[config.mk]
export PLATFORM = sky130hd
export DESIGN_NAME = hazard_pipe
export DESIGN_NICKNAME = d
export VERILOG_FILES = /design/src/rtl/hazard_pipe_pkg.sv /design/src/rtl/hazard_pipe_md_busy_ctr.sv /design/src/rtl/hazard_pipe.sv
export SDC_FILE = /design/constraint.sdc
export NUM_CORES = 1
export LEC_CHECK = 0
export ABC_AREA = 1
export CORE_ASPECT_RATIO = 2
export CORE_UTILIZATION = 38
export CTS_CLUSTER_DIAMETER = 30
export DETAILED_ROUTE_END_ITERATION = 16
export GPL_TIMING_DRIVEN = 0
export PLACE_DENSITY = 0.74
export SKIP_CTS_REPAIR_TIMING = 1
export SYNTH_ARGS = -nofsm -noshare
export SYNTH_HDL_FRONTEND = slang
export SYNTH_HIERARCHICAL = 1
export SYNTH_SLANG_ARGS = --single-unit
[constraint.sdc]
create_clock -name clk -period 0.8 [get_ports clk]
set_clock_uncertainty 0.15 [all_clocks]
set_input_delay 0.16 -clock clk [delete_from_list [all_inputs] [get_ports clk]]
set_output_delay 0.16 -clock clk [all_outputs]
set_load 0.01 [all_outputs]
[src/rtl/hazard_pipe_pkg.sv]
// hazard_pipe_pkg -- shared widths, MDU latency constants and stage types
// for the D/E/M/W hazard-tracking pipeline (hazard_pipe).
//
// Contents:
//   REG_W / TNEW_W : register-index and cycles-until-result widths
//   MUL_CYC/DIV_CYC: MDU busy cycles loaded for multiply / divide
//   e_stage_t      : packed E-stage register bundle
//   tnew_dec       : saturating decrement of a tNew value
package hazard_pipe_pkg;

    localparam int unsigned REG_W   = 5;
    localparam int unsigned TNEW_W  = 2;
    localparam int unsigned CTR_W   = 4;
    localparam int unsigned MUL_CYC = 5;
    localparam int unsigned DIV_CYC = 10;

    typedef logic [REG_W-1:0]  reg_idx_t;
    typedef logic [TNEW_W-1:0] tnew_t;

    typedef struct packed {
        reg_idx_t rs;
        reg_idx_t rt;
        reg_idx_t rIR;
        logic     regWrite;
        tnew_t    tNew;
    } e_stage_t;

    // One stage closer to the result; never wraps below zero.
    function automatic tnew_t tnew_dec(input tnew_t t);
        return (t == '0) ? '0 : tnew_t'(t - 1'b1);
    endfunction

endpackage

[src/rtl/hazard_pipe_md_busy_ctr.sv]
// md_busy_ctr -- multiply/divide unit busy counter.
//
// Ports:
//   clk       : rising-edge clock
//   rst_n     : asynchronous active-low reset, clears the counter
//   start_e_i : a mult/div start instruction currently sits in E
//   div_e_i   : that start is a divide (1) or multiply (0)
//   busy_o    : MDU busy = counter non-zero or a start waiting in E
module md_busy_ctr
    import hazard_pipe_pkg::*;
(
    input  logic clk,
    input  logic rst_n,
    input  logic start_e_i,
    input  logic div_e_i,
    output logic busy_o
);

    logic [CTR_W-1:0] ctr_q;
    logic [CTR_W-1:0] ctr_d;

    // The counter is loaded as the start leaves E, so busy covers the E
    // cycle (via start_e_i) plus the full latency afterwards. A start seen
    // while still counting is ignored.
    always_comb begin
        ctr_d = ctr_q;
        if (start_e_i && (ctr_q == '0)) begin
            ctr_d = div_e_i ? CTR_W'(DIV_CYC) : CTR_W'(MUL_CYC);
        end else if (ctr_q != '0) begin
            ctr_d = ctr_q - 1'b1;
        end
    end

    always_ff @(posedge clk or negedge rst_n) begin
        if (!rst_n) begin
            ctr_q <= '0;
        end else begin
            ctr_q <= ctr_d;
        end
    end

    assign busy_o = (ctr_q != '0) | start_e_i;

endmodule

[src/rtl/hazard_pipe.sv]
// hazard_pipe -- E/M/W register-field pipeline feeding a hazard unit.
//
// Ports:
//   clk, rst_n                 : clock, asynchronous active-low reset
//   rs_D, rt_D, rIR_D          : D-stage sources and destination
//   regWrite_D, tNew_D         : D-stage write enable, cycles-until-result
//   stall_in                   : stall request from the hazard unit
//   rs_E, rt_E, rIR_E, ...     : per-stage register fields (E, M, W)
//   regWrite_E/M/W, tNew_E/M   : per-stage write enables and tNew
//   stall                      : final stall (holds F/D, bubbles E)
//   md_start_D, md_div_D,
//   md_use_D, md_busy          : MDU interface, only with HAZARD_PIPE_MDU_EN
//
// Optional feature macro: HAZARD_PIPE_MDU_EN (adds the MDU busy stall).
module hazard_pipe
    import hazard_pipe_pkg::*;
(
    input  logic              clk,
    input  logic              rst_n,
    input  logic [REG_W-1:0]  rs_D,
    input  logic [REG_W-1:0]  rt_D,
    input  logic [REG_W-1:0]  rIR_D,
    input  logic              regWrite_D,
    input  logic [TNEW_W-1:0] tNew_D,
    input  logic              stall_in,
    output logic [REG_W-1:0]  rs_E,
    output logic [REG_W-1:0]  rt_E,
    output logic [REG_W-1:0]  rt_M,
    output logic [REG_W-1:0]  rIR_E,
    output logic [REG_W-1:0]  rIR_M,
    output logic [REG_W-1:0]  rIR_W,
    output logic              regWrite_E,
    output logic              regWrite_M,
    output logic              regWrite_W,
    output logic [TNEW_W-1:0] tNew_E,
    output logic [TNEW_W-1:0] tNew_M,
`ifdef HAZARD_PIPE_MDU_EN
    input  logic              md_start_D,
    input  logic              md_div_D,
    input  logic              md_use_D,
    output logic              md_busy,
`endif
    output logic              stall
);

    e_stage_t e_q, e_d;

    reg_idx_t rt_M_q, rIR_M_q, rIR_W_q;
    logic     regWrite_M_q, regWrite_W_q;
    tnew_t    tNew_M_q;

    logic     stall_md;

`ifdef HAZARD_PIPE_MDU_EN
    logic start_E_q, start_E_d;
    logic div_E_q, div_E_d;
    logic md_busy_w;

    md_busy_ctr u_md_busy_ctr (
        .clk       (clk),
        .rst_n     (rst_n),
        .start_e_i (start_E_q),
        .div_e_i   (div_E_q),
        .busy_o    (md_busy_w)
    );

    assign stall_md = md_use_D & md_busy_w;
    assign md_busy  = md_busy_w;

    always_comb begin
        start_E_d = 1'b0;
        div_E_d   = 1'b0;
        if (!stall) begin
            start_E_d = md_start_D;
            div_E_d   = md_div_D;
        end
    end

    always_ff @(posedge clk or negedge rst_n) begin
        if (!rst_n) begin
            start_E_q <= 1'b0;
            div_E_q   <= 1'b0;
        end else begin
            start_E_q <= start_E_d;
            div_E_q   <= div_E_d;
        end
    end
`else
    assign stall_md = 1'b0;
`endif

    assign stall = stall_in | stall_md;

    // Masking regWrite on entry keeps it masked in M and W as well, since
    // rIR travels unchanged with it.
    always_comb begin
        e_d = '0;
        if (!stall) begin
            e_d.rs       = rs_D;
            e_d.rt       = rt_D;
            e_d.rIR      = rIR_D;
            e_d.regWrite = regWrite_D & (rIR_D != '0);
            e_d.tNew     = tNew_D;
        end
    end

    always_ff @(posedge clk or negedge rst_n) begin
        if (!rst_n) begin
            e_q          <= '0;
            rt_M_q       <= '0;
            rIR_M_q      <= '0;
            regWrite_M_q <= 1'b0;
            tNew_M_q     <= '0;
            rIR_W_q      <= '0;
            regWrite_W_q <= 1'b0;
        end else begin
            e_q          <= e_d;
            rt_M_q       <= e_q.rt;
            rIR_M_q      <= e_q.rIR;
            regWrite_M_q <= e_q.regWrite;
            tNew_M_q     <= tnew_dec(e_q.tNew);
            rIR_W_q      <= rIR_M_q;
            regWrite_W_q <= regWrite_M_q;
        end
    end

    assign rs_E       = e_q.rs;
    assign rt_E       = e_q.rt;
    assign rIR_E      = e_q.rIR;
    assign regWrite_E = e_q.regWrite;
    assign tNew_E     = e_q.tNew;
    assign rt_M       = rt_M_q;
    assign rIR_M      = rIR_M_q;
    assign regWrite_M = regWrite_M_q;
    assign tNew_M     = tNew_M_q;
    assign rIR_W      = rIR_W_q;
    assign regWrite_W = regWrite_W_q;

endmodule

**Yosys cells after proc, flatten, opt, wreduce, memory -nomap -nowiden**

Cells that the tools add are included.

- Input port bits: 21
- Flip-flop bits (word level): 37

- Muxes and demuxes: 2
- Bitwise gates (word level): 1
- Add/subtract/negate cells: 1
- Reductions and logical operators: 2

Operators with widths:

| cell | number |
|---|---|
| 18-bit two-way mux | 1 |
| 5-bit nonzero test | 1 |
| 2-bit logical NOT | 1 |
| 2-bit two-way mux | 1 |
| 2-bit by 1-bit subtractor with 2-bit output, second input constant | 1 |
| 1-bit AND | 1 |

**Logic depth before layout (Yosys ltp)**

Gate-level depths: netlist (run 1).

- Depth after elaboration: 3
- Mapped depth: 4
- Mapped depth without buffers: 4

**Worst setup path before layout (run 1)**

No wires, ideal clock.

- Path kind: reg-to-reg
- Start point: register e_q, in the netlist tNew_E[0]
- End point: register tNew_M_q[1] (netlist: tNew_M[1])
- Data arrival time: 0.504 ns
- Period minus slack after synthesis: 0.767 ns
- Buffers on the path: 0
- Required time: 0.537 ns
- Cell stages (with the launch flop): 3
- Setup time: 0.113 ns
- Setup slack: 0.033 ns
- Path through: dfrtp_1 nand2_1 inv_1

- Word-level cells in the longest chain between the ends: 2

RTL lines:

| element | RTL line | RTL |
|---|---|---|
| start, declared | hazard_pipe.sv:46 | `e_stage_t e_q, e_d;` |
| start signal, assigned | hazard_pipe.sv:109 | `e_q <= '0;` |
| start signal, assigned | hazard_pipe.sv:117 | `e_q <= e_d;` |
| 2-bit by 1-bit subtractor with 2-bit output / 2-bit logical NOT (equally long branches) | hazard_pipe_pkg.sv:30 | `return (t == '0) ? '0 : tnew_t'(t - 1'b1);` |
| 2-bit two-way mux (*) | hazard_pipe_pkg.sv:30 |  |
| end signal, assigned | hazard_pipe.sv:121 | `tNew_M_q <= tnew_dec(e_q.tNew);` |
| end, declared | hazard_pipe.sv:50 | `tnew_t tNew_M_q;` |

Every way passes the cells marked *; elsewhere a longest branch is shown, timed or not.

**Worst setup path in the final report (run 1)**

- Start point: register e_q, in the netlist tNew_E[0]
- End point: output port tNew_E[0]

RTL lines:

| element | RTL line | RTL |
|---|---|---|
| end, declared | hazard_pipe.sv:35 | `output logic [TNEW_W-1:0] tNew_E,` |

No word-level cell between the ends.

==> out/summary.txt, run 1 <==
CP Data Required Time: 0.49 ns
Die Ht: 79.1 µm
Num CTS Buffers: 5
Layout Cells excl Fill: 181
placed cell area: 0.00173 mm²
DRC Markers: 0
slowest CP cell: dfrtp_1
cell count after placement: 171
RSZ-0062 raised after global routing: true
final net count: 172
IO Pins: 59
Yosys top cell by area: dfrtp_1
GRT Resource Usage Total: 14.6%
Hold Crit Class: in -> async
Skew-Pair Late Insertion Delay: 0.28 ns
smallest hold slack: -0.206 ns
Area Growth Syn to Fin: 46.6%
setup ws final: -0.317 ns
most frequent cells in the layout: clkbuf_2, dfrtp_1, nor2_1
Max Slew Vio Count: 0
Max Cap Viol: 0
crit path buf inv count: 1
Mapped Area: 0.00113 mm²
Worst setup SP type: register
Die X-Extent: 40.6 µm
Synth Area in Compound Gates: 0%
post-synth top area share: 81.9%
R2R setup slack: -0.06 ns
Port Buffers: 57
failing checks: negative hold slack, negative setup slack
Clock Path Buffers: 2
XOR/XNOR Fraction of Synth Area: 0%
layout cells sized above 1: 33.6%
worst-margin pin slew: 0.752 ns
initial antenna violation count: 0
Crit Path Class: reg -> out
post-layout min period: 1.12 ns
VDD IR max: 1410 µV
routed len/inst: 11.2 µm
vias in the first global route: 733
post-synth cell types: 8
clock slew at reported path FFs: 0.07 ns
Syn Nets: 106
post-route cell area: 0.00166 mm²
Fin Setup TNS: -10.61 ns
post-synthesis sequential area ratio: 81.9%
crit end category: primary output
status: finished, violations left
Row Count: 27
H-tree levels: 2
root buf cell: clkbuf_8
largest net degree at the start of global routing: 38
largest family of logic cells by synthesized area: buffers and inverters
Vias: 781
Adder-Cell Fraction of Synth Area: 0%
Critical Path Max Stage Delay: 0.39 ns
Worst path top cell family by delay: flip-flops
fin crit share: 140%
CP Max Fanout: 3
total wire length: 2030 µm
Rel. slew slack: 49.9%
DIE AREA: 0.00321 mm²
Via density: 4.31
ranking of synthesized cells by area: dfrtp_1, inv_1, nor2_1
Inserted Diodes: 0
CTS Sinks: 37
Cell Chain, Critical Path: clkbuf_2
synthesis-stage register bit count: 37
R2R depth: 3
first-pass iteration count of the detailed router: 3
post-synthesis mux area share: 0%
first-pass GRT wire length: 3050 µm
Worst path depth: 1
final setup violation count: 39
global route overflow: 0
Placeable Area: 0.00277 mm²
Fill cells: 245
post-synthesis simple-gate area fraction: 8.08%
DP HPWL: 1520 µm
Worst Path Arrival: 0.81 ns
Detail Route Antenna Nets: 0
Pwr per Cell Area: 2150 mW/mm²
initial core utilization: 40.8%
1st-iter DRT viols: 3
TritonCTS clock tree: yes
final hold violations: 46
Leak: 0.999 nW
Final GP Congestion: 0.614
Power, Total: 3.55 mW
YS warnings: 6
FMAX: 0.895 GHz
Gate Count Post-Synth: 85
Post-Syn Area per Cell: 13.3 µm²
-- power breakdown --
part	leakage [nW]	switching [mW]	internal [mW]
sequential	0.478	0.0354	1.96
clock	0.0450	0.594	0.602
combinational	0.476	0.177	0.181
total	0.999	0.806	2.75
-- cell type report --
class / count / area (µm²) / area share [%]
Timing Repair Buffer: 59 / 408 / 24.6
Multi-Input combinational cell: 24 / 91.3 / 5.51
Sequential cell: 37 / 926 / 55.9
Buffer: 3 / 33.8 / 2.04
Tap cell: 29 / 36.3 / 2.19
Clock buffer: 6 / 72.6 / 4.38
Clock inverter: 2 / 10.0 / 0.604
Inverter: 21 / 78.8 / 4.76
-- layer usage --
metal / vias up / track usage, % / share of wire (%)
met5: - / 0 / 0
met1: 366 / 13.1 / 34
li1: 368 / - / -
met4: 0 / 10.0 / 2.8
met3: 6 / 7.26 / 9.7
met2: 41 / 23.3 / 54
-- worst paths after layout --
check	from	end
max in group asynchronous	rst_n	rt_M[0]
worst max-delay path	tNew_E[0]	tNew_E[0]
worst min-delay path	rst_n	tNew_E[0]
worst max register to register	tNew_E[1]	tNew_M[1]
min in group clk	stall_in	rs_E[4]
worst min register to register	rIR_M[4]	rIR_W[4]
-- per-stage QoR --
step	setup slack (ns)	utilization, %
floorplan	0.0326	-
global placement	-1.25	62.7
detailed placement	-0.401	62.5
CTS	-0.718	65.5
global route	-0.341	59.8
finish	-0.317	59.8
-- Yosys cell counts, drive strengths merged --
master / n
buf: 3
dfrtp: 37
inv: 21
nand2: 2
nand3: 1
nor2: 21
-- logic make-up after synthesis --
kind of cell           after synthesis
buffers and inverters               24
flip-flops                          37
AND/OR/NAND/NOR                     24
-- sequential cells by signal, summed over array words and instances, names as in the netlist, 2 cells and up --
signal,cells
rIR_M,5
tNew_M,2
rt_E,5
rt_M,5
tNew_E,2
rs_E,5
rIR_E,5
rIR_W,5
Power figures use the tool's default switching activity.
==> inputs of run 2 (changes only) <==
--- a/config.mk
+++ b/config.mk
@@ -11,7 +11,7 @@
 export CTS_CLUSTER_DIAMETER = 30
 export DETAILED_ROUTE_END_ITERATION = 16
 export GPL_TIMING_DRIVEN = 0
-export PLACE_DENSITY = 0.74
+export PLACE_DENSITY = 0.87
 export SKIP_CTS_REPAIR_TIMING = 1
 export SYNTH_ARGS = -nofsm -noshare
 export SYNTH_HDL_FRONTEND = slang
==> out/summary.txt, run 2 (synthesis results as in run 1) <==
wl on met1: 651 µm
Area Growth Syn to Fin: 47.0%
crit path buf inv count: 1
routed len/inst: 12.5 µm
Fill cells: 259
Port Buffers: 57
CP Data Required Time: 0.49 ns
vias in the first global route: 783
GRT Resource Usage Total: 16.5%
failing checks: negative hold slack, negative setup slack
Skew-Pair Late Insertion Delay: 0.29 ns
slowest CP cell: dfrtp_1
Power, Total: 3.58 mW
DIE AREA: 0.00321 mm²
Row Count: 27
RSZ-0062 raised after global routing: true
R2R Path End: rIR_W[1]
total wire length: 2260 µm
post-layout min period: 1.13 ns
IO Pins: 59
Via density: 4.46
Worst path depth: 1
TritonCTS clock tree: yes
Worst path top cell family by delay: flip-flops
Die X-Extent: 40.6 µm
setup ws final: -0.327 ns
Num CTS Buffers: 5
FMAX: 0.887 GHz
Placeable Area: 0.00277 mm²
CP Max Fanout: 2
Worst setup SP type: register
metal2 WL: 1280 µm
Die Ht: 79.1 µm
Hold Crit Class: in -> async
DRC Markers: 0
VDD IR max: 1140 µV
1st-iter DRT viols: 3
most frequent cells in the layout: dfrtp_1, clkbuf_2, inv_1, nor2_1, clkdlybuf4s50_1
Leak: 0.997 nW
crit end category: primary output
Rel. slew slack: 49.3%
initial antenna violation count: 0
top sig layer: met4
Vias: 807
global route overflow: 0
Crit Path Class: reg -> out
first-pass GRT wire length: 3300 µm
R2R depth: 1
worst-margin pin slew: 0.760 ns
post-route cell area: 0.00166 mm²
placed cell area: 0.00173 mm²
smallest hold slack: -0.211 ns
fin crit share: 141%
H-tree levels: 2
Detail Route Antenna Nets: 0
Max Cap Viol: 0
Clock Path Buffers: 2
initial core utilization: 40.8%
Final GP Congestion: 0.638
Worst Path Arrival: 0.82 ns
Inserted Diodes: 0
CTS Sinks: 37
status: finished, violations left
reg2reg start: rIR_M[1]
first-pass iteration count of the detailed router: 4
largest net degree at the start of global routing: 38
Cell Chain, Critical Path: clkbuf_2
Max Slew Vio Count: 0
DP HPWL: 1730 µm
met3 WL: 231 µm
final hold violations: 47
final setup violation count: 37
most common cell after layout, fill and taps aside: dfrtp_1
Critical Path Max Stage Delay: 0.39 ns
Pwr per Cell Area: 2150 mW/mm²
clock slew at reported path FFs: 0.06 ns
layout cells sized above 1: 31.6%
final net count: 172
R2R setup slack: 0.03 ns
root buf cell: clkbuf_8
## run 2: worst max path at each step
stage	from	to	slack (ns)
2_1_floorplan	tNew_E[0]	tNew_M[1]	0.03
3_3_place_gp	rst_n	rs_E[1]	-1.20
3_5_place_dp	rIR_E[0]	rIR_E[0]	-0.41
4_1_cts	rIR_E[0]	rIR_E[0]	-0.73
5_1_grt	rIR_E[0]	rIR_E[0]	-0.35
6_report	rIR_E[0]	rIR_E[0]	-0.33
## run 2: layout make-up
type                    count  area [µm²]  area share [%]
clock buffers               8        80.1            4.82
flip-flops and latches     37         926            55.8
plain buffers               3        33.8            2.03
repair buffers             59         414            24.9
well taps                  29        36.3            2.19
multi-input cells          24        91.3            5.50
inverters                  21        78.8            4.75
## run 2: metal layers
layer / global-route usage [%] / up-vias
met2: 28.7 / 46
met1: 11.6 / 387
met4: 13.7 / 0
met3: 6.42 / 9
li1: - / 365
met5: 0 / -
## run 2: power by group
| group | switching (mW) | internal (mW) | total (mW) |
|---|---|---|---|
| logic | 0.180 | 0.183 | 0.363 |
| clock network | 0.591 | 0.617 | 1.21 |
| registers | 0.0397 | 1.97 | 2.00 |
## run 2: per-stage QoR
stage | hold WS [ns] | instances | utilization (%) | setup WS [ns] | TNS (ns)
floorplan | -0.286 | 85 | - | 0.0326 | 0
global placement | 0.207 | 171 | 62.7 | -1.20 | -60.60
detailed placement | 0.125 | 171 | 62.5 | -0.406 | -22.22
CTS | -0.191 | 179 | 65.4 | -0.728 | -25.79
global route | -0.144 | 181 | 59.9 | -0.354 | -12.28
finish | -0.211 | 181 | 59.9 | -0.327 | -11.02
